===== src/rtl/usb3_descrambler.sv =====
// USB3 receive-side descrambler. It uses a 16-bit Galois LFSR (x^16+x^5+x^4+x^3+1) and handles
// four bytes per clock. A COM byte reseeds the LFSR, a SKP byte is transparent, and the output is registered.
module usb3_descrambler #(
  parameter logic [15:0] LFSR_INIT = 16'hFFFF
) (
  input  logic        clock,
  input  logic        reset_n,
  input  logic [31:0] data_in,
  input  logic [3:0]  datak_in,
  input  logic        data_valid,
  input  logic        descram_en,
  input  logic        descram_rst,
  output logic [31:0] data_out,
  output logic [3:0]  datak_out,
  output logic        data_valid_out,
  output logic        locked,
  output logic        com_det
);

  localparam logic [7:0]  COM_SYM   = 8'hBC;
  localparam logic [7:0]  SKP_SYM   = 8'h3C;
  localparam logic [15:0] LFSR_TAPS = 16'h0039;

  // Handshake: data_in/datak_in are consumed on any clock edge with data_valid=1,
  // unless descram_rst or reset_n=0 discards them. Each consumed word appears on
  // data_out exactly one cycle later, qualified by data_valid_out. There is no backpressure.

  typedef enum logic {
    UNLOCKED = 1'b0,
    LOCKED   = 1'b1
  } state_t;

  state_t      state;
  state_t      state_next;

  logic [15:0] lfsr;
  logic [15:0] lfsr_word;
  logic [15:0] q;
  logic [31:0] word_descr;
  logic        word_has_com;
  logic [7:0]  byte_v;
  logic [7:0]  ks;
  logic        is_k;

  // Bytes are walked in wire order. Each byte sees the LFSR state left by the byte before it.
  always_comb begin
    q            = lfsr;
    word_descr   = '0;
    word_has_com = 1'b0;
    byte_v       = '0;
    ks           = '0;
    is_k         = 1'b0;
    for (int b = 0; b < 4; b++) begin
      byte_v = data_in[8*b +: 8];
      is_k   = datak_in[b];
      ks     = '0;
      if (is_k && (byte_v == COM_SYM)) begin
        word_descr[8*b +: 8] = byte_v;
        q                    = LFSR_INIT;
        word_has_com         = 1'b1;
      end else if (is_k && (byte_v == SKP_SYM)) begin
        word_descr[8*b +: 8] = byte_v;
      end else begin
        for (int i = 0; i < 8; i++) begin
          ks[i] = q[15];
          q     = {q[14:0], 1'b0} ^ (q[15] ? LFSR_TAPS : 16'h0000);
        end
        word_descr[8*b +: 8] = is_k ? byte_v : (byte_v ^ ks);
      end
    end
    lfsr_word = q;
  end

  always_comb begin
    state_next = state;
    if (descram_rst || !descram_en) begin
      state_next = UNLOCKED;
    end else if (data_valid && word_has_com) begin
      state_next = LOCKED;
    end
  end

  always_ff @(posedge clock) begin
    if (!reset_n) begin
      state <= UNLOCKED;
    end else begin
      state <= state_next;
    end
  end

  assign locked = (state == LOCKED);

  // In bypass, the LFSR is frozen so that descrambling resumes where it stopped.
  always_ff @(posedge clock) begin
    if (!reset_n) begin
      lfsr           <= LFSR_INIT;
      data_out       <= '0;
      datak_out      <= '0;
      data_valid_out <= 1'b0;
      com_det        <= 1'b0;
    end else begin
      data_valid_out <= 1'b0;
      com_det        <= 1'b0;
      if (descram_rst) begin
        lfsr <= LFSR_INIT;
      end else if (data_valid) begin
        data_valid_out <= 1'b1;
        datak_out      <= datak_in;
        com_det        <= word_has_com;
        if (descram_en) begin
          data_out <= word_descr;
          lfsr     <= lfsr_word;
        end else begin
          data_out <= data_in;
        end
      end
    end
  end

endmodule


===== config.mk =====
export PLATFORM = sky130hd
export DESIGN_NAME = usb3_descrambler
export DESIGN_NICKNAME = d
export VERILOG_FILES = /design/src/rtl/usb3_descrambler.sv
export SDC_FILE = /design/constraint.sdc
export NUM_CORES = 1
export LEC_CHECK = 0
export CAP_MARGIN = 20
export CORE_MARGIN = 2
export CORE_UTILIZATION = 45
export CTS_CLUSTER_DIAMETER = 60
export DETAILED_ROUTE_END_ITERATION = 12
export GPL_ROUTABILITY_DRIVEN = 0
export PLACE_DENSITY_LB_ADDON = 0.1
export SYNTH_ARGS = -nofsm -noshare
export SYNTH_HDL_FRONTEND = slang
export SYNTH_SLANG_ARGS = --single-unit

===== constraint.sdc =====
create_clock -name clock -period 2.29 [get_ports clock]
set_input_delay 0.229 -clock clock [delete_from_list [all_inputs] [get_ports clock]]
set_output_delay 0.229 -clock clock [all_outputs]
set_load 0.01 [all_outputs]

# After elaboration in Yosys (flattened, before gate mapping)
# Cells that the tools add are included.
# word_totals
regBits	55
inputBits	41
out_inout_bits	39
word_cells	127
# op_classes
n_eq_ne	8
muxes	58
bitwise_logic	39
n_reduce_logical	16
# ops
cell	n
16-bit by 6-bit bitwise XOR with 16-bit output	32
6-bit two-way mux	32
16-bit two-way mux	8
8-bit two-way mux	12
8-bit by 6-bit equality test with 1-bit output (second input constant)	4
8-bit equality test (second input constant)	4
32-bit two-way mux	1
8-bit bitwise XOR	4
1-bit logical AND	9
1-bit two-way mux	5
2-bit AND reduction	2
2-bit OR reduction	2
1-bit NOT	3
3-bit OR reduction	1
1-bit zero test	1
1-bit logical OR	1

# Depth between registers and ports, before layout
# depth
word_depth	73
ltp_mapped	12
depth_no_buf	10

# Worst setup path after synthesis
# Ideal clock, no wire load.
# synth_path
path_kind	register to register
from	register lfsr[15]
to	register lfsr[8]
setup_time_ns	0.138
arrival_time_ns	2.387
t_required_ns	2.152
slack_ns	-0.234
path_stages_with_launch	12
n_path_buf	1
period_less_slack_ns	2.524
cell_sequence	dfxtp_1 > buf_6 > xnor2_2 > xnor3_1 > a22oi_1 > nor3_1 > o211a_1 > nor3_4 > xnor2_1 > xnor2_1 > o221ai_1 > o211ai_1
# synth_via
elab_chain_cells	43
word_cells_on_any_way	52
classes_between	mux (20); bitwise (32)
# synth_lines
item	line	source
start, declared	36	logic [15:0] lfsr;
start signal, assigned	112	lfsr <= lfsr_word;
6-bit two-way mux	66	q = {q[14:0], 1'b0} ^ (q[15] ? LFSR_TAPS : 16'h0000);
16-bit by 6-bit bitwise XOR with 16-bit output (8 in series)	66	
16-bit two-way mux (*)	61	end else if (is_k && (byte_v == SKP_SYM)) begin
16-bit two-way mux (*)	57	if (is_k && (byte_v == COM_SYM)) begin
16-bit by 6-bit bitwise XOR with 16-bit output (3 in series)	66	
6-bit two-way mux or 16-bit by 6-bit bitwise XOR with 16-bit output (tied branches)	66	
16-bit by 6-bit bitwise XOR with 16-bit output or 6-bit two-way mux (tied branches) (2 in series)	66	
16-bit by 6-bit bitwise XOR with 16-bit output (2 in series)	66	
[11 not listed]	-	
16-bit by 6-bit bitwise XOR with 16-bit output or 16-bit two-way mux (tied branches)	66, 61	
16-bit two-way mux (*)	61	
16-bit two-way mux (*)	57	
16-bit by 6-bit bitwise XOR with 16-bit output	66	
16-bit by 6-bit bitwise XOR with 16-bit output or 6-bit two-way mux (tied branches) (3 in series)	66	
16-bit by 6-bit bitwise XOR with 16-bit output (4 in series)	66	
16-bit two-way mux (*)	61	
16-bit two-way mux (*)	57	
# Mark *: on every way between the ends. The rest lies on a longest branch, timed or not.
# A chain may end at the register's enable or synchronous reset.

# Worst setup path in the final report
# layout_path
from	register lfsr[14]
to	register lfsr[5]
# layout_via
elab_chain_cells	43
word_cells_on_any_way	54
classes_between	mux (22); bitwise (32)
# layout_lines
item	line
16-bit by 6-bit bitwise XOR with 16-bit output	66
6-bit two-way mux	66
16-bit by 6-bit bitwise XOR with 16-bit output (7 in series)	66
16-bit two-way mux (*)	61
16-bit two-way mux (*)	57
16-bit by 6-bit bitwise XOR with 16-bit output (5 in series)	66
6-bit two-way mux or 16-bit by 6-bit bitwise XOR with 16-bit output (tied branches)	66
16-bit by 6-bit bitwise XOR with 16-bit output or 6-bit two-way mux (tied branches)	66
[13 not listed]	-
16-bit two-way mux (*)	57
16-bit by 6-bit bitwise XOR with 16-bit output (2 in series)	66
6-bit two-way mux or 16-bit by 6-bit bitwise XOR with 16-bit output (tied branches)	66
16-bit by 6-bit bitwise XOR with 16-bit output (2 in series)	66
16-bit by 6-bit bitwise XOR with 16-bit output or 6-bit two-way mux (tied branches) (2 in series)	66
16-bit by 6-bit bitwise XOR with 16-bit output (2 in series)	66
16-bit two-way mux (*)	61
16-bit two-way mux (*)	57
# Marked as above.

==> results_dict.tcl <==
set metrics [dict create \
    routedWlPerCell_um 22.21 \
    start_util_pct 46.76 \
    io_buffers 79 \
    worst-path-max-fanout 3 \
    cts_buffers 5 \
    async_reset_ff_share_pct 0 \
    grt_remaining_overflow 0 \
    violations "setup timing" \
    clk_path_buf_depth 2 \
    max_cap_viol_count 0 \
    crit_required_ps 2500 \
    ant_nets 0 \
    fp.dieH_um 108.0 \
    slew_viol_final 0 \
    met2_length_um 9841 \
    power_density_nw_per_um2 1869 \
    finalHoldViolations 0 \
    synth_warnings 0 \
    io_pins 80 \
    syn-cell-area_um2 4871 \
    whs_ps 347.6 \
    routed.top_layer "met4" \
    dpl-instance-area_um2 6902 \
    critPathLaunchType "register" \
    synthFlopType "dfxtp_1" \
    worst_pin_slew_ps 577.9 \
    finClkSkew_ps 12.63 \
    dr_total_vias 5778 \
    grt_pass1_wl_um 30040 \
    clock_sinks 55 \
    avgSynthCellArea_um2 8.621 \
    synth_cell_types 82 \
    htree_levels 2 \
    ys_ff_latch 55 \
    path_clk_slew_ps 100 \
    status "complete, but fails checks" \
    syn2layout_area_growth_pct 70.23 \
    arrival_ps 3120 \
    p_total_w 0.01550 \
    period_minus_slack_ps 2906 \
    peakVddDrop_mv 1.389 \
    ff_latch_area_um2 1134 \
    wl_um 20900 \
    drt_pass1_iterations 7 \
    rsz0062_at_grt "yes" \
    fin_nets 845 \
    antenna_found_initial 0 \
    yosysSeqAreaShare_pct 22.60 \
    final.period_utilization_pct 126.9 \
    fp.dieW_um 108.0 \
    timing.final.setup_violations 27 \
    synth-edff-count 0 \
    hold_buffers 0 \
    viasPerCell 6.140 \
    hp-class "input port to register" \
    fmax_mhz 344.1 \
    synth_cells 565 \
    drt_iter0_markers 500 \
    relSlewSlack_pct 61.12 \
    n_fill_cell 643 \
    dr_wl_met3_um 1797 \
    clock-root-buffer "clkbuf_8" \
    grt_pass1_vias 5789 \
    grt_max_degree 54 \
    coreArea_um2 10420 \
    rows 37 \
    timing.final.ws_setup_ps -616.3 \
    drive_above_1_share_pct 46.58 \
    diodes 0 \
    cts_tree "done" \
    final_cells 941 \
    hpwlAfterDp_um 12940 \
    route.detailed.drc 0 \
    multi_input_area_um2 4375 \
    grt_usage_pct 33.41 \
    leakage_nw 3.698 \
    dieArea_um2 11670 \
    tns_ps -9009 \
    syn_nets 606 \
    worst_skew_pair.late_latency_ps 320 \
    cp-end-kind "register" \
    dp.cells 893 \
    fin_area_um2 8292 \
    worstSetupPathType "register to register" \
    wl_met1_um 7781 \
]
-- through the flow --
stage	worst slack, ps	util (%)
after global placement	-973.7	66.26
after CTS	-317.2	77.23
final	-616.3	79.60
after detailed placement	-964.9	66.26
after global routing	-672.3	79.60
after floorplan	-157.7	-
-- path summary, 6_finish.rpt --
check	start	to	slack, ps	cells past startpoint
setup reg to reg	lfsr[14]	lfsr[5]	-620	13
hold reg to reg	datak_out[2]	datak_out[2]	480	2
hold / removal	datak_in[0]	datak_out[0]	350	4
setup / recovery	lfsr[14]	lfsr[5]	-620	13
-- sequential cells by signal (all words and copies together), names as in the netlist --
register	cells
datak_out	4
data_out	32
lfsr	16
data_valid_out	1
locked	1
com_det	1
-- routing by layer --
metal / vias to the layer above / track usage, %
met5: - / 0
met4: 0 / 19.69
met3: 125 / 6.510
met2: 361 / 55.44
met1: 2769 / 40.16
li1: 2523 / -
-- cells in the final DEF (no fill, tap or decap), types with 17 or more instances in the layout --
cell / n
xnor2_1: 24
o21ai_0: 17
xor2_1: 27
a21oi_1: 19
dfxtp_1: 41
o211a_1: 32
clkdlybuf4s50_1: 62
nand2_1: 66
nor2_1: 17
buf_4: 164
buf_6: 26
-- report_power, final --
group	switching, W	internal [W]	total [W]
registers	0.000198	0.00109	0.00129
logic	0.00648	0.00720	0.0137
clock network	0.000318	0.000216	0.000534
-- cell families after synthesis --
logic type | count (synthesis) | synth area share [%]
xor gates and xnor gates | 100 | 22.89
and+or+nand+nor | 186 | 21.01
buffers and inverters | 57 | 6.910
AOI/OAI and AO/OA | 164 | 25.46
muxes | 3 | 1.130
DFF | 55 | 22.60
-- what timing repair did --
action	in CTS	in global routing
buffers inserted	31	11
cloned	2	0
endpoints found under the setup margin	31	32
pin swaps	69	33
gates resized for setup	178	43
-- cells in the mapped netlist, types with 5 or more instances --
cell / number / area (um2)
inv_1: 8 / 30.03
xnor2_1: 48 / 420.4
buf_2: 6 / 30.03
nor2_1: 17 / 63.81
or3_1: 13 / 81.33
o211ai_1: 7 / 52.55
o22ai_1: 7 / 43.79
o21ai_1: 6 / 30.03
a21oi_1: 32 / 160.2
xnor3_1: 7 / 157.7
o21ai_0: 25 / 125.1
dfxtp_1: 55 / 1101
a22oi_1: 8 / 60.06
nand3_1: 17 / 85.08
nand2_1: 72 / 270.3
clkbuf_1: 21 / 78.83
and3_1: 5 / 31.28
buf_6: 8 / 90.09
nand2b_1: 6 / 37.54
nor2b_1: 7 / 43.79
nor4_1: 5 / 31.28
buf_4: 10 / 75.07
o211a_1: 33 / 330.3
xor2_1: 35 / 306.5
nor3_1: 14 / 70.07
-- area by class of cell --
type,instances,area share [%]
Clock buffer,7,0.9205
Clock inverter,1,0.06036
Inverter,8,0.3622
Multi-Input combinational cell,454,52.77
Sequential cell,55,13.67
Tap cell,136,2.052
Timing Repair Buffer,280,30.16
-- worst max-delay path: stages, from the launching register on --
cell,delay [ps]
dfxtp_4,380
buf_4,150
xnor2_4,190
xor2_2,250
nor3_1,110
a311oi_2,480
buf_4,260
xnor2_4,120
buf_6,140
xnor2_2,130
a21oi_2,210
xnor2_1,100
o221ai_1,200
nand2_1,90
Power figures use the tool's default switching activity.
